==> config.mk <==
export PLATFORM = sky130hd
export DESIGN_NAME = alu_seq_multiplier_flat
export DESIGN_NICKNAME = d
export VERILOG_FILES = /design/src/rtl/alu_seq_multiplier_if.sv /design/src/rtl/alu_seq_multiplier.sv /design/src/flat_wrapper.sv
export SDC_FILE = /design/constraint.sdc
export NUM_CORES = 1
export LEC_CHECK = 0
export ABC_AREA = 1
export ABC_CLOCK_PERIOD_IN_PS = 2400
export BUFFER_PORTS_ARGS = -buffer_cell sky130_fd_sc_hd__buf_2
export CORE_MARGIN = 8
export CORE_UTILIZATION = 35
export DETAILED_ROUTE_END_ITERATION = 8
export SLEW_MARGIN = 40
export SYNTH_ARGS = -nofsm -noshare
export SYNTH_HDL_FRONTEND = slang
export SYNTH_SLANG_ARGS = --single-unit
==> constraint.sdc <==
create_clock -name clk -period 2.4 [get_ports clk]
set_clock_uncertainty 0.2 [all_clocks]
set_input_delay 0 -clock clk [delete_from_list [all_inputs] [get_ports clk]]
set_output_delay 0 -clock clk [all_outputs]
set_load 0.01 [all_outputs]
==> src/rtl/alu_seq_multiplier_if.sv <==
// Operand/result bundle between the control unit and the sequential multiplier.
interface alu_seq_multiplier_if #(
    parameter int unsigned WIDTH = 32
);
    logic             start;
    logic [WIDTH-1:0] A;
    logic [WIDTH-1:0] B;
    logic [WIDTH-1:0] Res;
    logic [WIDTH-1:0] ResHi;
    logic             busy;
    logic             done;

    // Control unit side: issues operands and start, watches the handshake
    modport master (
        output start, A, B,
        input  Res, ResHi, busy, done
    );

    // Multiplier side
    modport slave (
        input  start, A, B,
        output Res, ResHi, busy, done
    );
endinterface

==> src/rtl/alu_seq_multiplier.sv <==
// Unsigned shift-add multiplier: WIDTH iterations per product, start/busy/done handshake.
// The product register P holds {carry, upper half, multiplier}; each RUN cycle
// conditionally adds the multiplicand into the upper part, then shifts P right.
module alu_seq_multiplier #(
    parameter int unsigned WIDTH = 32
) (
    input logic                clk,
    input logic                rst_n,
    alu_seq_multiplier_if.slave bus
);
    localparam int unsigned CntW = (WIDTH > 1) ? $clog2(WIDTH) : 1;

    typedef enum logic [1:0] {StIdle, StRun, StDone} state_e;

    state_e              state_q, state_d;
    logic [CntW-1:0]     cnt_q, cnt_d;
    logic [WIDTH-1:0]    mcand_q, mcand_d;
    logic [2*WIDTH:0]    p_q, p_d;
    logic [WIDTH-1:0]    res_q, res_d;
    logic [WIDTH-1:0]    res_hi_q, res_hi_d;
    logic                busy_q, done_q;

    logic [WIDTH:0]      upper_sum;
    logic [2*WIDTH:0]    p_step;

    // One iteration of the datapath: conditional add with carry kept in P[2W], then shift
    always_comb begin
        upper_sum = p_q[2*WIDTH:WIDTH] + (p_q[0] ? {1'b0, mcand_q} : {(WIDTH+1){1'b0}});
        p_step    = {upper_sum, p_q[WIDTH-1:0]} >> 1;
    end

    // Next-state and datapath control
    always_comb begin
        state_d  = state_q;
        cnt_d    = cnt_q;
        mcand_d  = mcand_q;
        p_d      = p_q;
        res_d    = res_q;
        res_hi_d = res_hi_q;

        unique case (state_q)
            StIdle: begin
                if (bus.start) begin
                    mcand_d = bus.A;
                    p_d     = {{(WIDTH+1){1'b0}}, bus.B};
                    cnt_d   = '0;
                    state_d = StRun;
                end
            end
            StRun: begin
                p_d   = p_step;
                cnt_d = cnt_q + 1'b1;
                if (cnt_q == CntW'(WIDTH - 1)) begin
                    res_d    = p_step[WIDTH-1:0];
                    res_hi_d = p_step[2*WIDTH-1:WIDTH];
                    state_d  = StDone;
                end
            end
            StDone: begin
                // Back-to-back start skips the IDLE cycle
                if (bus.start) begin
                    mcand_d = bus.A;
                    p_d     = {{(WIDTH+1){1'b0}}, bus.B};
                    cnt_d   = '0;
                    state_d = StRun;
                end else begin
                    state_d = StIdle;
                end
            end
            default: state_d = StIdle;
        endcase
    end

    // State, datapath and registered handshake outputs
    always_ff @(posedge clk or negedge rst_n) begin
        if (!rst_n) begin
            state_q  <= StIdle;
            cnt_q    <= '0;
            mcand_q  <= '0;
            p_q      <= '0;
            res_q    <= '0;
            res_hi_q <= '0;
            busy_q   <= 1'b0;
            done_q   <= 1'b0;
        end else begin
            state_q  <= state_d;
            cnt_q    <= cnt_d;
            mcand_q  <= mcand_d;
            p_q      <= p_d;
            res_q    <= res_d;
            res_hi_q <= res_hi_d;
            busy_q   <= (state_d == StRun);
            done_q   <= (state_d == StDone);
        end
    end

    assign bus.Res   = res_q;
    assign bus.ResHi = res_hi_q;
    assign bus.busy  = busy_q;
    assign bus.done  = done_q;
endmodule

==> src/flat_wrapper.sv <==
// flat-port wrapper written by rule: the top's interface ports become plain ports
module alu_seq_multiplier_flat 
#(
    parameter int unsigned WIDTH = 32
)
  (clk, rst_n, bus_start, bus_A, bus_B, bus_Res, bus_ResHi, bus_busy, bus_done);
  alu_seq_multiplier_if #(.WIDTH(WIDTH)) bus_i ();
  input logic clk;
  input logic rst_n;
  input wire logic [$bits(bus_i.start)-1:0] bus_start;
  input wire logic [$bits(bus_i.A)-1:0] bus_A;
  input wire logic [$bits(bus_i.B)-1:0] bus_B;
  output wire logic [$bits(bus_i.Res)-1:0] bus_Res;
  output wire logic [$bits(bus_i.ResHi)-1:0] bus_ResHi;
  output wire logic [$bits(bus_i.busy)-1:0] bus_busy;
  output wire logic [$bits(bus_i.done)-1:0] bus_done;
  assign bus_i.start = bus_start;
  assign bus_i.A = bus_A;
  assign bus_i.B = bus_B;
  assign bus_Res = bus_i.Res;
  assign bus_ResHi = bus_i.ResHi;
  assign bus_busy = bus_i.busy;
  assign bus_done = bus_i.done;
  alu_seq_multiplier #(.WIDTH(WIDTH)) u_core (.clk(clk), .rst_n(rst_n), .bus(bus_i));
endmodule
==> impl_metrics.ini <==
[status]
run_status = completed

[synth]
netlist_instances = 1256
yosysWarningCount = 0
dominant_combinational_cell_family_by_area_after_synthesis = simple AND/OR/NAND/NOR gates
xor_xnor_portion_of_the_synthesized_cell_area_pct = 1.334
synth_compound_gate_area_share_pct = 9.355
post_synth_and_or_nand_nor_area_fraction_pct = 28.62
mappedNetlistNets = 1358
synth_mux_area_share_pct = 0
synth_sequential_area_ratio_pct = 46.02
post_synth_fa_ha_maj_area_fraction_pct = 4.847
synth-seq-cells = 169
synth_cell_type_count = 32
avgSynthCellArea_sq_um = 7.316
synth.cell_area_sq_um = 9189

[floorplan]
fp.coreArea_sq_um = 25910
die_x_um = 178.0
fp.dieArea_sq_um = 31690
die_h_um = 178.0
io_pins = 133
floorplan.initialDensity_pct = 35.46
row_cnt = 59

[timing]
min_period_over_period_pct = 99.06
rsz0062_at_grt = true
max_slew.worst_pin.slew_ns = 0.7208
final.min_clock_period_ns = 2.378
hold_ws_ns = 0.08213
maxSlewViolCount = 0
maximum_operating_frequency_mhz = 420.6
timing.final.hold_violations = 0
setup_viol_count_final = 0
relSlewSlack_pct = 51.88

[clocking]
level_count_of_the_clock_h_tree = 4
cts-root-to-sink-buffers = 2
cts_sinks = 169
clock_tree.root_cell = clkbuf_16
cts_inserted_buffers = 17
clk_latency_ns = 0.45
clk_pin_slew_worst_paths_ns = 0.07
cts_tree = done

[pwr]
vdd_drop_max_mv = 0.5637
power.total_mw = 18.08
cellLeakagePower_nw = 6.878
power_density_nw_per_um2 = 1451

[placed_design]
detailedPlacementHpwl_um = 19390
io_buffers = 132
placed_cell_areas_sq_um = 10510
gp_routability_congestion = 0.9393
post-place-cells = 1732

[global_route]
grt_pass1_vias = 8537
grt_util_met2_pct = 27.00
grt_max_degree = 95
global_route.usage.met3_pct = 3.620
global_route_wire_length_before_repair_um = 44060
grt_util_met1_pct = 24.10
grt-busiest-layer = met2
grtUsageTotal_pct = 17.41
grt.overflow.total = 0
initial_antenna_violation_count = 0

[detailed_routing]
drt-initial-drc-count = 665
vias = 8591
dr.pass1.iters = 5
antenna_left = 0
drt-wirelength-per-cell_um = 14.73
viasPerCell = 4.659
wl_um = 27160
detail_route.drc_violations = 0

[setup_path]
r2r_end = u_core.p_q[61]
critPathSlowestCell = dfrtp_1
cp.depth = 14
worst_path_dominant_cell_family = simple AND/OR/NAND/NOR gates
worst-endpoint-required_ns = 2.53
critPathCaptureType = flop
crit_path_cell_trace = buf_12 -> nand2_1 -> inv_1 -> ha_1 -> nand2_1 -> inv_1 -> nand2_1 -> nand2_1 -> nand2_1 -> nand2_1 -> a21oi_2 -> nand3_1 -> nand3_1 -> nand2_1
worst_setup_path_startpoint = u_core.p_q[0]
path_common_cell = nand2_1
path_max_fanout = 31
worst_setup_path_endpoint = u_core.p_q[61]
setup_slack_of_the_worst_register_to_register_path_ns = 0.02
critPathArrivalTime_ns = 2.51
reg2reg_depth = 14
startpoint_type = flop
timing_worst_setup_path_type = flop to flop
cp_num_buf_inv = 3
critical_path.max_stage_delay_ns = 0.42
rr_startpoint = u_core.p_q[0]

[final_layout]
area_growth_pct = 35.66
antenna_diode_count = 0
count_of_nets_after_finishing = 1598
post_layout_nonfiller_instances = 1844
layout.cell_area.non_filler_sq_um = 12470
post_route_cells_drive_above_1_share_pct = 21.40
fillers = 2556

[flow_run]
maxCapViolations = 0

[min_path]
worstHoldPathType = primary input to flop
-- worst register-to-register path: stages, from the launching register on --
cell and delay (ns):
dfrtp_1 0.42, buf_12 0.19, nand2_1 0.08, inv_1 0.04, ha_1 0.32, nand2_1 0.17
inv_1 0.07, nand2_1 0.06, nand2_1 0.07, nand2_1 0.07, nand2_1 0.13, a21oi_2 0.18
nand3_1 0.12, nand3_1 0.09, nand2_1 0.06
-- cell usage after synthesis --
cell,number,share of area [%]
inv_1,179,7.3
xnor2_1,10,0.95
nor2_8,1,0.22
clkbuf_1,21,0.86
nor2_1,49,2.0
nand2_1,528,22
o211ai_1,31,2.5
nor3_1,5,0.27
nand2_2,6,0.41
o21ai_0,73,4.0
a31oi_1,1,0.068
a21oi_2,1,0.095
xor2_1,4,0.38
buf_6,4,0.49
a21o_1,1,0.082
nand4_1,4,0.27
or2_1,1,0.068
a21oi_1,20,1.1
o21ai_1,18,0.98
dfrtp_1,169,46
inv_2,3,0.12
buf_2,14,0.76
buf_4,1,0.082
buf_1,3,0.12
o21bai_1,3,0.25
nand3_2,1,0.11
ha_1,34,4.6
nand3_1,62,3.4
nand3b_1,4,0.33
inv_4,1,0.068
fa_1,1,0.22
a22o_1,3,0.29
-- sequential cells by signal, summed over array words and instances (netlist names) --
| name | flops |
|---|---|
| u_core.cnt_q | 5 |
| u_core.state_q | 2 |
| u_core.mcand_q | 32 |
| u_core.p_q | 64 |
| u_core.bus.Res | 32 |
| u_core.bus.done | 1 |
| u_core.bus.busy | 1 |
| u_core.bus.ResHi | 32 |
-- cell usage in the layout, fill, tap and decap left out, types with 4 or more instances in the layout --
cell type	netlist	routed
inv_1	179	174
xnor2_1	10	6
ha_4	0	18
nor2_2	0	13
nand3b_1	4	4
xor2_1	4	4
buf_4	1	50
a21oi_2	1	13
nand2_2	6	25
buf_12	0	4
dfrtp_1	169	168
o21ai_0	73	73
inv_2	3	7
nand3_1	62	53
o211ai_1	31	31
xnor2_2	0	4
o21ai_1	18	18
nor3_1	5	4
inv_12	0	5
nand3_2	1	8
nor2_1	49	34
nand2_4	0	4
clkinv_8	0	5
nand4_1	4	4
dlygate4sd3_1	0	78
ha_1	34	13
a21oi_1	20	8
clkbuf_16	0	17
buf_2	14	131
nand2_1	528	505
-- area by class of cell --
cell class | count | area, sq um | share of cell area [%]
Inverter | 183 | 693.2 | 5.561
Sequential cell | 169 | 4230 | 33.94
Tap cell | 335 | 419.2 | 3.362
Clock buffer | 17 | 425.4 | 3.413
Clock inverter | 15 | 236.5 | 1.897
Multi-Input combinational cell | 861 | 4558 | 36.57
Timing Repair Buffer | 264 | 1903 | 15.27
-- where the power goes --
part,switching (mW),internal [mW]
registers,0.818,4.11
clock network,1.53,1.50
logic,5.93,4.21
-- cell families after synthesis --
logic type               count (synthesis)
AND/OR/NAND/NOR                        661
XOR/XNOR                                14
buffers and inverters                  226
adder cells (fa/ha/maj)                 35
AO/OA/AOI/OAI                          151
flip-flops                             169
-- layer usage --
layer,wire length [um],up-vias
li1,-,4374
met3,1383,47
met4,622,0
met5,0,-
met2,12280,211
met1,12870,3959
-- how the worst min path moves through the flow --
stage / from / end / slack (ns) / cells after the start
floorplan: rst_n / u_core.bus.ResHi[0] / -0.50 / 0
finish: bus_A[27] / u_core.mcand_q[27] / 0.08 / 4
detailed placement: rst_n / u_core.p_q[22] / -0.19 / 1
global route: bus_A[17] / u_core.mcand_q[17] / 0.1 / 4
CTS: bus_A[27] / u_core.mcand_q[27] / 0.07 / 4
global placement: rst_n / u_core.bus.Res[21] / -0.19 / 1
-- stage by stage --
| stage | setup WS [ns] | setup TNS (ns) | utilization [%] |
|---|---|---|---|
| finish | 0.02245 | 0 | 48.11 |
| global route | -0.1292 | -1.918 | 48.11 |
| CTS | 0.003126 | 0 | 46.34 |
| detailed placement | -0.05052 | -0.2889 | 40.56 |
| global placement | -0.01450 | -0.04601 | 40.56 |
| floorplan | 0.03252 | 0 | - |
-- repair_timing --
action,CTS,global route
setup buffers,0,2
endpoints found under the hold margin,234,0
endpoints found under the setup margin,16,54
hold buffers,78,0
pin swaps,0,3
resized for setup,12,89
Power figures use the tool's default switching activity.
